**config.mk**
```make
export PLATFORM = sky130hd
export DESIGN_NAME = mem_arbiter_flat
export DESIGN_NICKNAME = d
export VERILOG_FILES = /design/src/rtl/mem_arbiter_pkg.sv /design/src/rtl/mem_arbiter_if.sv /design/src/rtl/mem_arbiter_perf_cnt.sv /design/src/rtl/mem_arbiter.sv /design/src/flat_wrapper.sv
export SDC_FILE = /design/constraint.sdc
export NUM_CORES = 1
export LEC_CHECK = 0
export CORE_MARGIN = 2
export CORE_UTILIZATION = 46
export CTS_BUF_LIST = sky130_fd_sc_hd__clkbuf_8
export CTS_CLUSTER_DIAMETER = 120
export DETAILED_ROUTE_END_ITERATION = 16
export GPL_TIMING_DRIVEN = 1
export HOLD_SLACK_MARGIN = 0.02
export PLACE_DENSITY = 0.88
export REMOVE_ABC_BUFFERS = 1
export SKIP_CTS_REPAIR_TIMING = 1
export SLEW_MARGIN = 10
export SYNTH_ARGS = -nofsm -noshare
export SYNTH_HDL_FRONTEND = slang
export SYNTH_SLANG_ARGS = --single-unit
```
**constraint.sdc**
```tcl
create_clock -name clk -period 2.7 [get_ports clk]
set_input_delay 0.54 -clock clk [delete_from_list [all_inputs] [get_ports clk]]
set_output_delay 0.54 -clock clk [all_outputs]
set_load 0.005 [all_outputs]
```
**src/rtl/mem_arbiter_pkg.sv**
```systemverilog
// -----------------------------------------------------------------------------
// mem_arbiter_pkg
//   Shared definitions for the unified-memory arbiter:
//     - state_t     : arbiter FSM states (3-bit encoding, also exported on the
//                     top-level debug port so checkers can bind to it)
//     - STARVE_W    : width of the IF starvation counter
//     - PERF_W      : width of the optional performance counters
// -----------------------------------------------------------------------------
package mem_arbiter_pkg;

    typedef enum logic [2:0] {
        ST_IDLE    = 3'd0,
        ST_BUSY_IF = 3'd1,
        ST_BUSY_DM = 3'd2,
        ST_RESP_IF = 3'd3,
        ST_RESP_DM = 3'd4
    } state_t;

    localparam int STARVE_W = 4;
    localparam int PERF_W   = 32;

endpackage

```
**src/rtl/mem_arbiter_if.sv**
```systemverilog
// -----------------------------------------------------------------------------
// mem_arbiter_if
//   Bundles the three request/response channels around the arbiter:
//     IF  channel : if_req, if_addr -> if_rdata, if_ack, if_stall
//     DM  channel : dm_req, dm_we, dm_addr, dm_wdata -> dm_rdata, dm_ack, dm_stall
//     MEM channel : mem_req, mem_we, mem_addr, mem_wdata -> mem_ack, mem_rdata
//   Modports:
//     slave  : the arbiter's view
//     master : the environment's view (pipeline requesters + backing memory)
//
//   Handshake semantics (all channels):
//     A requester raises req and holds req and its payload stable until it
//     sees a one-cycle ack pulse; data returned with an ack is valid only in
//     that ack cycle. Keeping req high in the ack cycle (or after) is a new
//     request. On the memory side the arbiter holds mem_req and the mem_*
//     payload stable until mem_ack; mem_rdata is valid in the mem_ack cycle.
// -----------------------------------------------------------------------------
interface mem_arbiter_if #(
    parameter int ADDR_W = 32,
    parameter int DATA_W = 32
);
    logic              if_req;
    logic [ADDR_W-1:0] if_addr;
    logic [DATA_W-1:0] if_rdata;
    logic              if_ack;
    logic              if_stall;

    logic              dm_req;
    logic              dm_we;
    logic [ADDR_W-1:0] dm_addr;
    logic [DATA_W-1:0] dm_wdata;
    logic [DATA_W-1:0] dm_rdata;
    logic              dm_ack;
    logic              dm_stall;

    logic              mem_req;
    logic              mem_we;
    logic [ADDR_W-1:0] mem_addr;
    logic [DATA_W-1:0] mem_wdata;
    logic              mem_ack;
    logic [DATA_W-1:0] mem_rdata;

    modport slave (
        input  if_req, if_addr, dm_req, dm_we, dm_addr, dm_wdata, mem_ack, mem_rdata,
        output if_rdata, if_ack, if_stall, dm_rdata, dm_ack, dm_stall,
               mem_req, mem_we, mem_addr, mem_wdata
    );

    modport master (
        output if_req, if_addr, dm_req, dm_we, dm_addr, dm_wdata, mem_ack, mem_rdata,
        input  if_rdata, if_ack, if_stall, dm_rdata, dm_ack, dm_stall,
               mem_req, mem_we, mem_addr, mem_wdata
    );
endinterface

```
**src/rtl/mem_arbiter_perf_cnt.sv**
```systemverilog
// -----------------------------------------------------------------------------
// mem_arb_perf_cnt
//   Three saturating event counters for the arbiter; exists only when the
//   build defines MEM_ARB_PERF_EN.
//   Ports:
//     clk, rst                : clock, synchronous active-high clear
//     if_grant_i, dm_grant_i  : one-cycle grant strobes
//     conflict_i              : cycle in which the other requester had to wait
//     perf_*_o                : counter values
// -----------------------------------------------------------------------------
`ifdef MEM_ARB_PERF_EN
module mem_arb_perf_cnt
    import mem_arbiter_pkg::*;
(
    input  logic              clk,
    input  logic              rst,
    input  logic              if_grant_i,
    input  logic              dm_grant_i,
    input  logic              conflict_i,
    output logic [PERF_W-1:0] perf_if_grants_o,
    output logic [PERF_W-1:0] perf_dm_grants_o,
    output logic [PERF_W-1:0] perf_conflict_cyc_o
);
    logic [PERF_W-1:0] if_cnt_q, dm_cnt_q, cf_cnt_q;

    always_ff @(posedge clk) begin
        if (rst) begin
            if_cnt_q <= '0;
            dm_cnt_q <= '0;
            cf_cnt_q <= '0;
        end else begin
            // All-ones is the saturation point.
            if (if_grant_i && !(&if_cnt_q)) if_cnt_q <= if_cnt_q + 1'b1;
            if (dm_grant_i && !(&dm_cnt_q)) dm_cnt_q <= dm_cnt_q + 1'b1;
            if (conflict_i && !(&cf_cnt_q)) cf_cnt_q <= cf_cnt_q + 1'b1;
        end
    end

    assign perf_if_grants_o    = if_cnt_q;
    assign perf_dm_grants_o    = dm_cnt_q;
    assign perf_conflict_cyc_o = cf_cnt_q;
endmodule
`endif

```
**src/rtl/mem_arbiter.sv**
```systemverilog
// -----------------------------------------------------------------------------
// mem_arbiter
//   Shares one single-ported memory between instruction fetch (IF) and data
//   memory (DM). One memory transaction outstanding at a time:
//     IDLE -> BUSY_IF | BUSY_DM -> RESP_IF | RESP_DM -> IDLE
//   DM has priority (older instruction) unless IF has lost STARVE_MAX
//   contested arbitrations in a row, in which case IF wins once.
//   Ports:
//     clk, rst      : clock, synchronous active-high reset
//     bus           : mem_arbiter_if.slave (IF, DM and memory channels)
//     state_o       : FSM state (debug)
//     starve_cnt_o  : IF starvation counter (debug)
//     perf_*        : grant / conflict counters, only with MEM_ARB_PERF_EN
//   Optional feature macro: MEM_ARB_PERF_EN
// -----------------------------------------------------------------------------
module mem_arbiter
    import mem_arbiter_pkg::*;
#(
    parameter int ADDR_W     = 32,
    parameter int DATA_W     = 32,
    parameter int STARVE_MAX = 4
) (
    input  logic                clk,
    input  logic                rst,
    mem_arbiter_if.slave        bus,
    output state_t              state_o,
    output logic [STARVE_W-1:0] starve_cnt_o
`ifdef MEM_ARB_PERF_EN
    ,
    output logic [PERF_W-1:0]   perf_if_grants,
    output logic [PERF_W-1:0]   perf_dm_grants,
    output logic [PERF_W-1:0]   perf_conflict_cyc
`endif
);
    localparam logic [STARVE_W-1:0] STARVE_LIM = STARVE_W'(STARVE_MAX);

    state_t              state_q;
    logic                mem_req_q, mem_we_q;
    logic [ADDR_W-1:0]   mem_addr_q;
    logic [DATA_W-1:0]   mem_wdata_q;
    logic                if_ack_q, dm_ack_q;
    logic [DATA_W-1:0]   if_rdata_q, dm_rdata_q;
    logic [STARVE_W-1:0] starve_q;

    logic starve_hit, grant_dm, grant_if;

    // Arbitration decision; only acted upon in IDLE.
    always_comb begin
        starve_hit = (starve_q == STARVE_LIM);
        grant_dm   = bus.dm_req && !(bus.if_req && starve_hit);
        grant_if   = bus.if_req && !grant_dm;
    end

    always_ff @(posedge clk) begin
        if (rst) begin
            state_q     <= ST_IDLE;
            mem_req_q   <= 1'b0;
            mem_we_q    <= 1'b0;
            mem_addr_q  <= '0;
            mem_wdata_q <= '0;
            if_ack_q    <= 1'b0;
            dm_ack_q    <= 1'b0;
            if_rdata_q  <= '0;
            dm_rdata_q  <= '0;
            starve_q    <= '0;
        end else begin
            if_ack_q <= 1'b0;
            dm_ack_q <= 1'b0;
            case (state_q)
                ST_IDLE: begin
                    if (!bus.if_req) starve_q <= '0;
                    if (grant_dm) begin
                        mem_req_q   <= 1'b1;
                        mem_we_q    <= bus.dm_we;
                        mem_addr_q  <= bus.dm_addr;
                        mem_wdata_q <= bus.dm_wdata;
                        state_q     <= ST_BUSY_DM;
                        // A contested DM grant implies starve_hit is false,
                        // so the increment can never pass STARVE_LIM.
                        if (bus.if_req) starve_q <= starve_q + 1'b1;
                    end else if (grant_if) begin
                        mem_req_q  <= 1'b1;
                        mem_we_q   <= 1'b0;
                        mem_addr_q <= bus.if_addr;
                        state_q    <= ST_BUSY_IF;
                        starve_q   <= '0;
                    end
                end
                ST_BUSY_IF: begin
                    if (bus.mem_ack) begin
                        if_rdata_q <= bus.mem_rdata;
                        mem_req_q  <= 1'b0;
                        if_ack_q   <= 1'b1;
                        state_q    <= ST_RESP_IF;
                    end
                end
                ST_BUSY_DM: begin
                    if (bus.mem_ack) begin
                        dm_rdata_q <= bus.mem_rdata;
                        mem_req_q  <= 1'b0;
                        dm_ack_q   <= 1'b1;
                        state_q    <= ST_RESP_DM;
                    end
                end
                ST_RESP_IF, ST_RESP_DM: state_q <= ST_IDLE;
                default:                state_q <= ST_IDLE;
            endcase
        end
    end

    assign bus.mem_req   = mem_req_q;
    assign bus.mem_we    = mem_we_q;
    assign bus.mem_addr  = mem_addr_q;
    assign bus.mem_wdata = mem_wdata_q;
    assign bus.if_ack    = if_ack_q;
    assign bus.dm_ack    = dm_ack_q;
    assign bus.if_rdata  = if_rdata_q;
    assign bus.dm_rdata  = dm_rdata_q;
    // Stalls depend only on raw requests and registered acks.
    assign bus.if_stall  = bus.if_req & ~if_ack_q;
    assign bus.dm_stall  = bus.dm_req & ~dm_ack_q;

    assign state_o      = state_q;
    assign starve_cnt_o = starve_q;

`ifdef MEM_ARB_PERF_EN
    logic conflict;
    always_comb begin
        conflict = 1'b0;
        case (state_q)
            ST_IDLE:                conflict = bus.if_req && bus.dm_req;
            ST_BUSY_IF, ST_RESP_IF: conflict = bus.dm_req;
            ST_BUSY_DM, ST_RESP_DM: conflict = bus.if_req;
            default:                conflict = 1'b0;
        endcase
    end

    mem_arb_perf_cnt u_perf (
        .clk                 (clk),
        .rst                 (rst),
        .if_grant_i          ((state_q == ST_IDLE) && grant_if),
        .dm_grant_i          ((state_q == ST_IDLE) && grant_dm),
        .conflict_i          (conflict),
        .perf_if_grants_o    (perf_if_grants),
        .perf_dm_grants_o    (perf_dm_grants),
        .perf_conflict_cyc_o (perf_conflict_cyc)
    );
`endif
endmodule

```
**src/flat_wrapper.sv**
```systemverilog
// flat-port wrapper written by rule: the top's interface ports become plain ports
module mem_arbiter_flat import mem_arbiter_pkg::*;
#(
    parameter int ADDR_W     = 32,
    parameter int DATA_W     = 32,
    parameter int STARVE_MAX = 4
)
  (clk, rst, state_o, starve_cnt_o, bus_if_req, bus_if_addr, bus_dm_req, bus_dm_we, bus_dm_addr, bus_dm_wdata, bus_mem_ack, bus_mem_rdata, bus_if_rdata, bus_if_ack, bus_if_stall, bus_dm_rdata, bus_dm_ack, bus_dm_stall, bus_mem_req, bus_mem_we, bus_mem_addr, bus_mem_wdata);
  mem_arbiter_if #(.ADDR_W(ADDR_W), .DATA_W(DATA_W)) bus_i ();
  input  logic clk;
  input  logic rst;
  output state_t state_o;
  output logic [STARVE_W-1:0] starve_cnt_o;
  input wire logic [$bits(bus_i.if_req)-1:0] bus_if_req;
  input wire logic [$bits(bus_i.if_addr)-1:0] bus_if_addr;
  input wire logic [$bits(bus_i.dm_req)-1:0] bus_dm_req;
  input wire logic [$bits(bus_i.dm_we)-1:0] bus_dm_we;
  input wire logic [$bits(bus_i.dm_addr)-1:0] bus_dm_addr;
  input wire logic [$bits(bus_i.dm_wdata)-1:0] bus_dm_wdata;
  input wire logic [$bits(bus_i.mem_ack)-1:0] bus_mem_ack;
  input wire logic [$bits(bus_i.mem_rdata)-1:0] bus_mem_rdata;
  output wire logic [$bits(bus_i.if_rdata)-1:0] bus_if_rdata;
  output wire logic [$bits(bus_i.if_ack)-1:0] bus_if_ack;
  output wire logic [$bits(bus_i.if_stall)-1:0] bus_if_stall;
  output wire logic [$bits(bus_i.dm_rdata)-1:0] bus_dm_rdata;
  output wire logic [$bits(bus_i.dm_ack)-1:0] bus_dm_ack;
  output wire logic [$bits(bus_i.dm_stall)-1:0] bus_dm_stall;
  output wire logic [$bits(bus_i.mem_req)-1:0] bus_mem_req;
  output wire logic [$bits(bus_i.mem_we)-1:0] bus_mem_we;
  output wire logic [$bits(bus_i.mem_addr)-1:0] bus_mem_addr;
  output wire logic [$bits(bus_i.mem_wdata)-1:0] bus_mem_wdata;
  assign bus_i.if_req = bus_if_req;
  assign bus_i.if_addr = bus_if_addr;
  assign bus_i.dm_req = bus_dm_req;
  assign bus_i.dm_we = bus_dm_we;
  assign bus_i.dm_addr = bus_dm_addr;
  assign bus_i.dm_wdata = bus_dm_wdata;
  assign bus_i.mem_ack = bus_mem_ack;
  assign bus_i.mem_rdata = bus_mem_rdata;
  assign bus_if_rdata = bus_i.if_rdata;
  assign bus_if_ack = bus_i.if_ack;
  assign bus_if_stall = bus_i.if_stall;
  assign bus_dm_rdata = bus_i.dm_rdata;
  assign bus_dm_ack = bus_i.dm_ack;
  assign bus_dm_stall = bus_i.dm_stall;
  assign bus_mem_req = bus_i.mem_req;
  assign bus_mem_we = bus_i.mem_we;
  assign bus_mem_addr = bus_i.mem_addr;
  assign bus_mem_wdata = bus_i.mem_wdata;
  mem_arbiter #(.ADDR_W(ADDR_W), .DATA_W(DATA_W), .STARVE_MAX(STARVE_MAX)) u_core (.clk(clk), .rst(rst), .bus(bus_i), .state_o(state_o), .starve_cnt_o(starve_cnt_o));
endmodule
```
Yosys cells after proc, flatten, opt, wreduce, memory -nomap -nowiden. Index checks and enable logic that the tools add are counted.

Register bits: 139. Word-level logic and storage cells: 59.

Add/sub/neg operators: 1. Eq/ne operators: 7. Mux-type cells: 18. Bitwise logic cells: 6. Reduce and logical (&&, ||, !) cells: 17.

Operators by type and width (count): two-way mux 32 bit (2); two-way mux 4 bit (4); two-way mux 3 bit (4); one-hot mux 3 bit (3 select lines) (1); AND reduction 2 bit (4); two-way mux 1 bit (6); AND reduction 3 bit (2); OR reduction 2 bit (3); adder 4 x 1 -> 4 bit, second input constant (1); equality test 4 x 3 -> 1 bit, second input constant (1); inequality test 2 bit, second input constant (2); NOT 1 bit (4); nonzero test 2 bit (2); equality test 3 x 1 -> 1 bit, second input constant (1); equality test 3 x 2 -> 1 bit, second input constant (1); logical AND 1 bit (3); logical NOT 3 bit (1); inequality test 3 x 1 -> 1 bit, second input constant (1); bitwise AND 1 bit (2); logical NOT 1 bit (2); inequality test 2 x 1 -> 1 bit, second input constant (1); one-hot mux 1 bit (2 select lines) (1).

Logic depth before layout (Yosys ltp). Gate-level depths: netlist of the first run.

Depth in word-level cells: 9. Depth in mapped cells: 7.

Worst setup path before layout of the first run. Ideal clock, no wire load.

Path type: register -> register. Start: register u_core.starve_q[0], in the netlist u_core.starve_cnt_o[0]. End: register u_core.mem_wdata_q[10], in the netlist u_core.bus.mem_wdata[10]. Library setup time: 0.072 ns. Arrival: 1.734 ns. Required time: 2.628 ns. Path slack: 0.894 ns. Cell stages (with the launch flop): 8. Path buffers: 2. Cells stage by stage: dfxtp_1 -> inv_1 -> ha_1 -> and4b_1 -> buf_2 -> nor3_4 -> buf_8 -> mux2i_1.

Word-level cells in the longest chain between the ends: 5.

Ends and longest elaborated chain: start, declared (line mem_arbiter.sv:43) `logic [STARVE_W-1:0] starve_q;`; start signal, assigned (line mem_arbiter.sv:80) `if (bus.if_req) starve_q <= starve_q + 1'b1;`; equality test 4 x 3 -> 1 bit (line mem_arbiter.sv:49) `starve_hit = (starve_q == STARVE_LIM);`; logical AND 1 bit (line mem_arbiter.sv:50) `grant_dm = bus.dm_req && !(bus.if_req && starve_hit);`; logical NOT 1 bit (line mem_arbiter.sv:50); logical AND 1 bit (line mem_arbiter.sv:50); AND reduction 2 bit (no source line); end signal, assigned (line mem_arbiter.sv:76) `mem_wdata_q <= bus.dm_wdata;`; end, declared (line mem_arbiter.sv:40) `logic [DATA_W-1:0] mem_wdata_q;`.

Every way passes these cells. A chain may end at the register's enable or synchronous reset.

Worst setup path in the final report of the first run.
Start: input bus_if_req. End: output bus_if_stall.

Word-level cells in the longest chain between the ends: 1.

Ends and longest elaborated chain: start, declared (line flat_wrapper.sv:14) `input wire logic [$bits(bus_i.if_req)-1:0] bus_if_req;`; bitwise AND 1 bit (line mem_arbiter.sv:120) `assign bus.if_stall = bus.if_req & ~if_ack_q;`; end, declared (line flat_wrapper.sv:24) `output wire logic [$bits(bus_i.if_stall)-1:0] bus_if_stall;`.

Every way passes these cells.

==> impl_metrics.toml, run 1 <==
[global_routing]
grt_pass1_wl_um = 28300
track_usage_pct = 27.2
grt_max_degree = 70
antenna_found_initial = 0
grt.overflow.total = 0
grt_pass1_vias = 5705

[finish]
area_growth_syn_to_layout_pct = 56.4
nets = 1059
final_cell_mix = "273 x clkdlybuf4s50_1, 139 x dfxtp_1, 132 x nand2_1"
drive_gt1_share_pct = 5.56
antennaDiodeCount = 0
final_common_cell = "clkdlybuf4s50_1"

[place]
gp_congestion = 0.787
hpwl_um = 12500
portBuffers = 274

[setup_path]
cp_slowest_stage_delay_ps = 630
critical_path_arrival_ps = 1850
r2r-end = "u_core.bus.mem_addr[27]$_SDFFE_PP0P_"
slowest_stage = "clkdlybuf4s50_1"
ff2ff_setup_slack_ps = 790
reg2reg_from = "u_core.starve_cnt_o[0]$_SDFFE_PP0N_"
criticalPathCategory = "in2out"
endpoint = "bus_if_stall"
worstPathRequired_ps = 2160
crit_path_max_fanout = 8
start_kind = "input pin"
startpoint = "bus_if_req"
crit_chain = "clkdlybuf4s50_1 -> nor2b_1 -> clkdlybuf4s50_1"
critPathCaptureType = "output port"
r2r_cells = 6
cpMostUsedCell = "clkdlybuf4s50_1"

[floorplan]
rows = 40
num_io_pins = 275
dieArea_um2 = 13500
die_h_um = 116
core_um2 = 12100
start_util_pct = 47.6
fp.dieW_um = 116

[synth]
synth-seq-area-share_pct = 48.2
netlist_area_um2 = 5770
ys_top_cells_by_area = "dfxtp_1 48%, a21oi_1 8.7%, nand2_1 8.6%"
netlist.area_leader.share_pct = 48.2
synth_edf_count = 0
ys_ff_latch = 139
yosysWarnings = 0
yosys.area.top_type = "dfxtp_1"
ys_async_sr_fraction_pct = 0
syn_area_per_cell_um2 = 8.47
ys.flop_type = "dfxtp_1"
synthDistinctLibCells = 37
syn_inst = 681

[sta]
fin_worst_skew_ps = 9.88
rsz0062_at_grt = "no"
period_share_pct = 88.6
finalHoldViolations = 0
tns_ps = 0
setup_violations = 0
max_slew_margin_pct = 67.8
max_freq_ghz = 0.418
period_needed_ps = 2390
maxSlewViolCount = 0
tightest_slew_ps = 482

[routing]
ant_nets = 0
drcViolationCount = 0
drtPass1Iterations = 5
wl_um = 18600
drt_iter0_drc = 460
vias_per_cell = 5.35
wl_per_cell_um = 16.8
vias = 5909

[cts]
clock_path_buffers = 2
cts_root_buffer = "clkbuf_8"
cts_htree_levels = 4
clock-sinks = 139
cts_inserted_buffers = 17
path_clk_slew_ps = 80
clk_latency_ps = 450
cts_tree = "done"

[power_and_ir_drop]
leakagePower_nw = 3.18
total_power_w = 0.00526
p_per_area_nw_per_um2 = 583
peakVddDrop_mv = 0.463

[min_path]
hold_path_class = "reg2reg"

[status]
status = "complete, no violations"

[job]
drv_cap = 0
## per-stage QoR
stage | util (%) | setup WS [ps] | hold WS [ps] | cell area, um^2 | cells
floorplan | - | 36.1 | 447 | 5460 | 613
global placement | 71.2 | 327 | 440 | 8620 | 1072
detailed placement | 71.2 | 317 | 446 | 8620 | 1072
CTS | 74.5 | 318 | 456 | 9020 | 1104
global route | 74.5 | 254 | 471 | 9020 | 1104
finish | 74.5 | 307 | 455 | 9020 | 1104
## worst min path at each step
| stage | from | endpoint | slack (ps) | depth (start not counted) |
|---|---|---|---|---|
| 2_1_floorplan | u_core.bus.dm_rdata[0]$_SDFFE_PP0P_ | u_core.bus.dm_rdata[0]$_SDFFE_PP0P_ | 450 | 2 |
| 3_3_place_gp | u_core.bus.if_rdata[17]$_SDFFE_PP0P_ | u_core.bus.if_rdata[17]$_SDFFE_PP0P_ | 440 | 2 |
| 3_5_place_dp | u_core.bus.dm_rdata[24]$_SDFFE_PP0P_ | u_core.bus.dm_rdata[24]$_SDFFE_PP0P_ | 450 | 2 |
| 4_1_cts | rst | u_core.state_o[2]$_SDFFE_PP0P_ | 460 | 2 |
| 5_1_grt | u_core.bus.dm_rdata[29]$_SDFFE_PP0P_ | u_core.bus.dm_rdata[29]$_SDFFE_PP0P_ | 470 | 2 |
| 6_report | u_core.bus.dm_rdata[17]$_SDFFE_PP0P_ | u_core.bus.dm_rdata[17]$_SDFFE_PP0P_ | 460 | 2 |
## Yosys cell counts, types with 3 or more instances
| cell type | count |
|---|---|
| a21oi_1 | 100 |
| a311oi_1 | 33 |
| buf_2 | 7 |
| buf_8 | 3 |
| clkbuf_1 | 54 |
| dfxtp_1 | 139 |
| inv_1 | 4 |
| mux2i_1 | 33 |
| nand2_1 | 132 |
| nand2b_1 | 66 |
| nand3_1 | 34 |
| nand4_1 | 3 |
| nand4b_1 | 3 |
| nor2_1 | 8 |
| o21ai_0 | 32 |
## per-layer routing
layer	GRT usage [%]	share of wire [%]
met1	29.3	38
met2	46.2	49
met3	11.7	11
met4	12.8	2.5
met5	0	0
## state kept, by name (all words and copies together) (netlist names)
name	cells
u_core.bus.dm_rdata	32
u_core.bus.if_rdata	32
u_core.bus.mem_addr	32
u_core.bus.mem_wdata	32
u_core.starve_cnt_o	4
u_core.state_o	3
u_core.bus.dm_ack	1
u_core.bus.if_ack	1
u_core.bus.mem_req	1
u_core.bus.mem_we	1
## worst max-delay path, delay by kind of cell
| kind | cells | cell delay, ps |
|---|---|---|
| buffers and inverters | 2 | 1140 |
| and+or+nand+nor | 1 | 180 |
## layout make-up
class                           instances  area (um^2)
Multi-Input combinational cell        470         2670
Clock inverter                         15          161
Sequential cell                       139         2780
Inverter                                4         15.0
Timing Repair Buffer                  291         2940
Tap cell                              168          210
Clock buffer                           17          234
Fill cell                             901         3090
## cell families (layout without fill, tap and decap cells)
logic type,count (synthesis),count (layout),share of synthesized area (%)
AOI/OAI and AO/OA,172,172,17.4
adders and majority gates,2,2,0.434
buffers and inverters,72,327,5.57
and+or+nand+nor,262,262,22.5
DFF,139,139,48.2
muxes,33,33,5.73
xor gates and xnor gates,1,1,0.152
## power by group
| group | internal, W | switching, W |
|---|---|---|
| logic | 0.000708 | 0.000511 |
| registers | 0.00223 | 0.000108 |
| clock network | 0.000895 | 0.000805 |
No activity file was read; power rests on OpenSTA's default activity.
==> inputs of run 2 (changes only) <==
--- a/config.mk
+++ b/config.mk
@@ -11,7 +11,7 @@
 export CTS_CLUSTER_DIAMETER = 120
 export DETAILED_ROUTE_END_ITERATION = 16
 export GPL_TIMING_DRIVEN = 1
-export HOLD_SLACK_MARGIN = 0.02
+export HOLD_SLACK_MARGIN = 0.12
 export PLACE_DENSITY = 0.88
 export REMOVE_ABC_BUFFERS = 1
 export SKIP_CTS_REPAIR_TIMING = 1
==> results of run 2 <==
Final layout, timing and power as in run 1 (identical DEF).
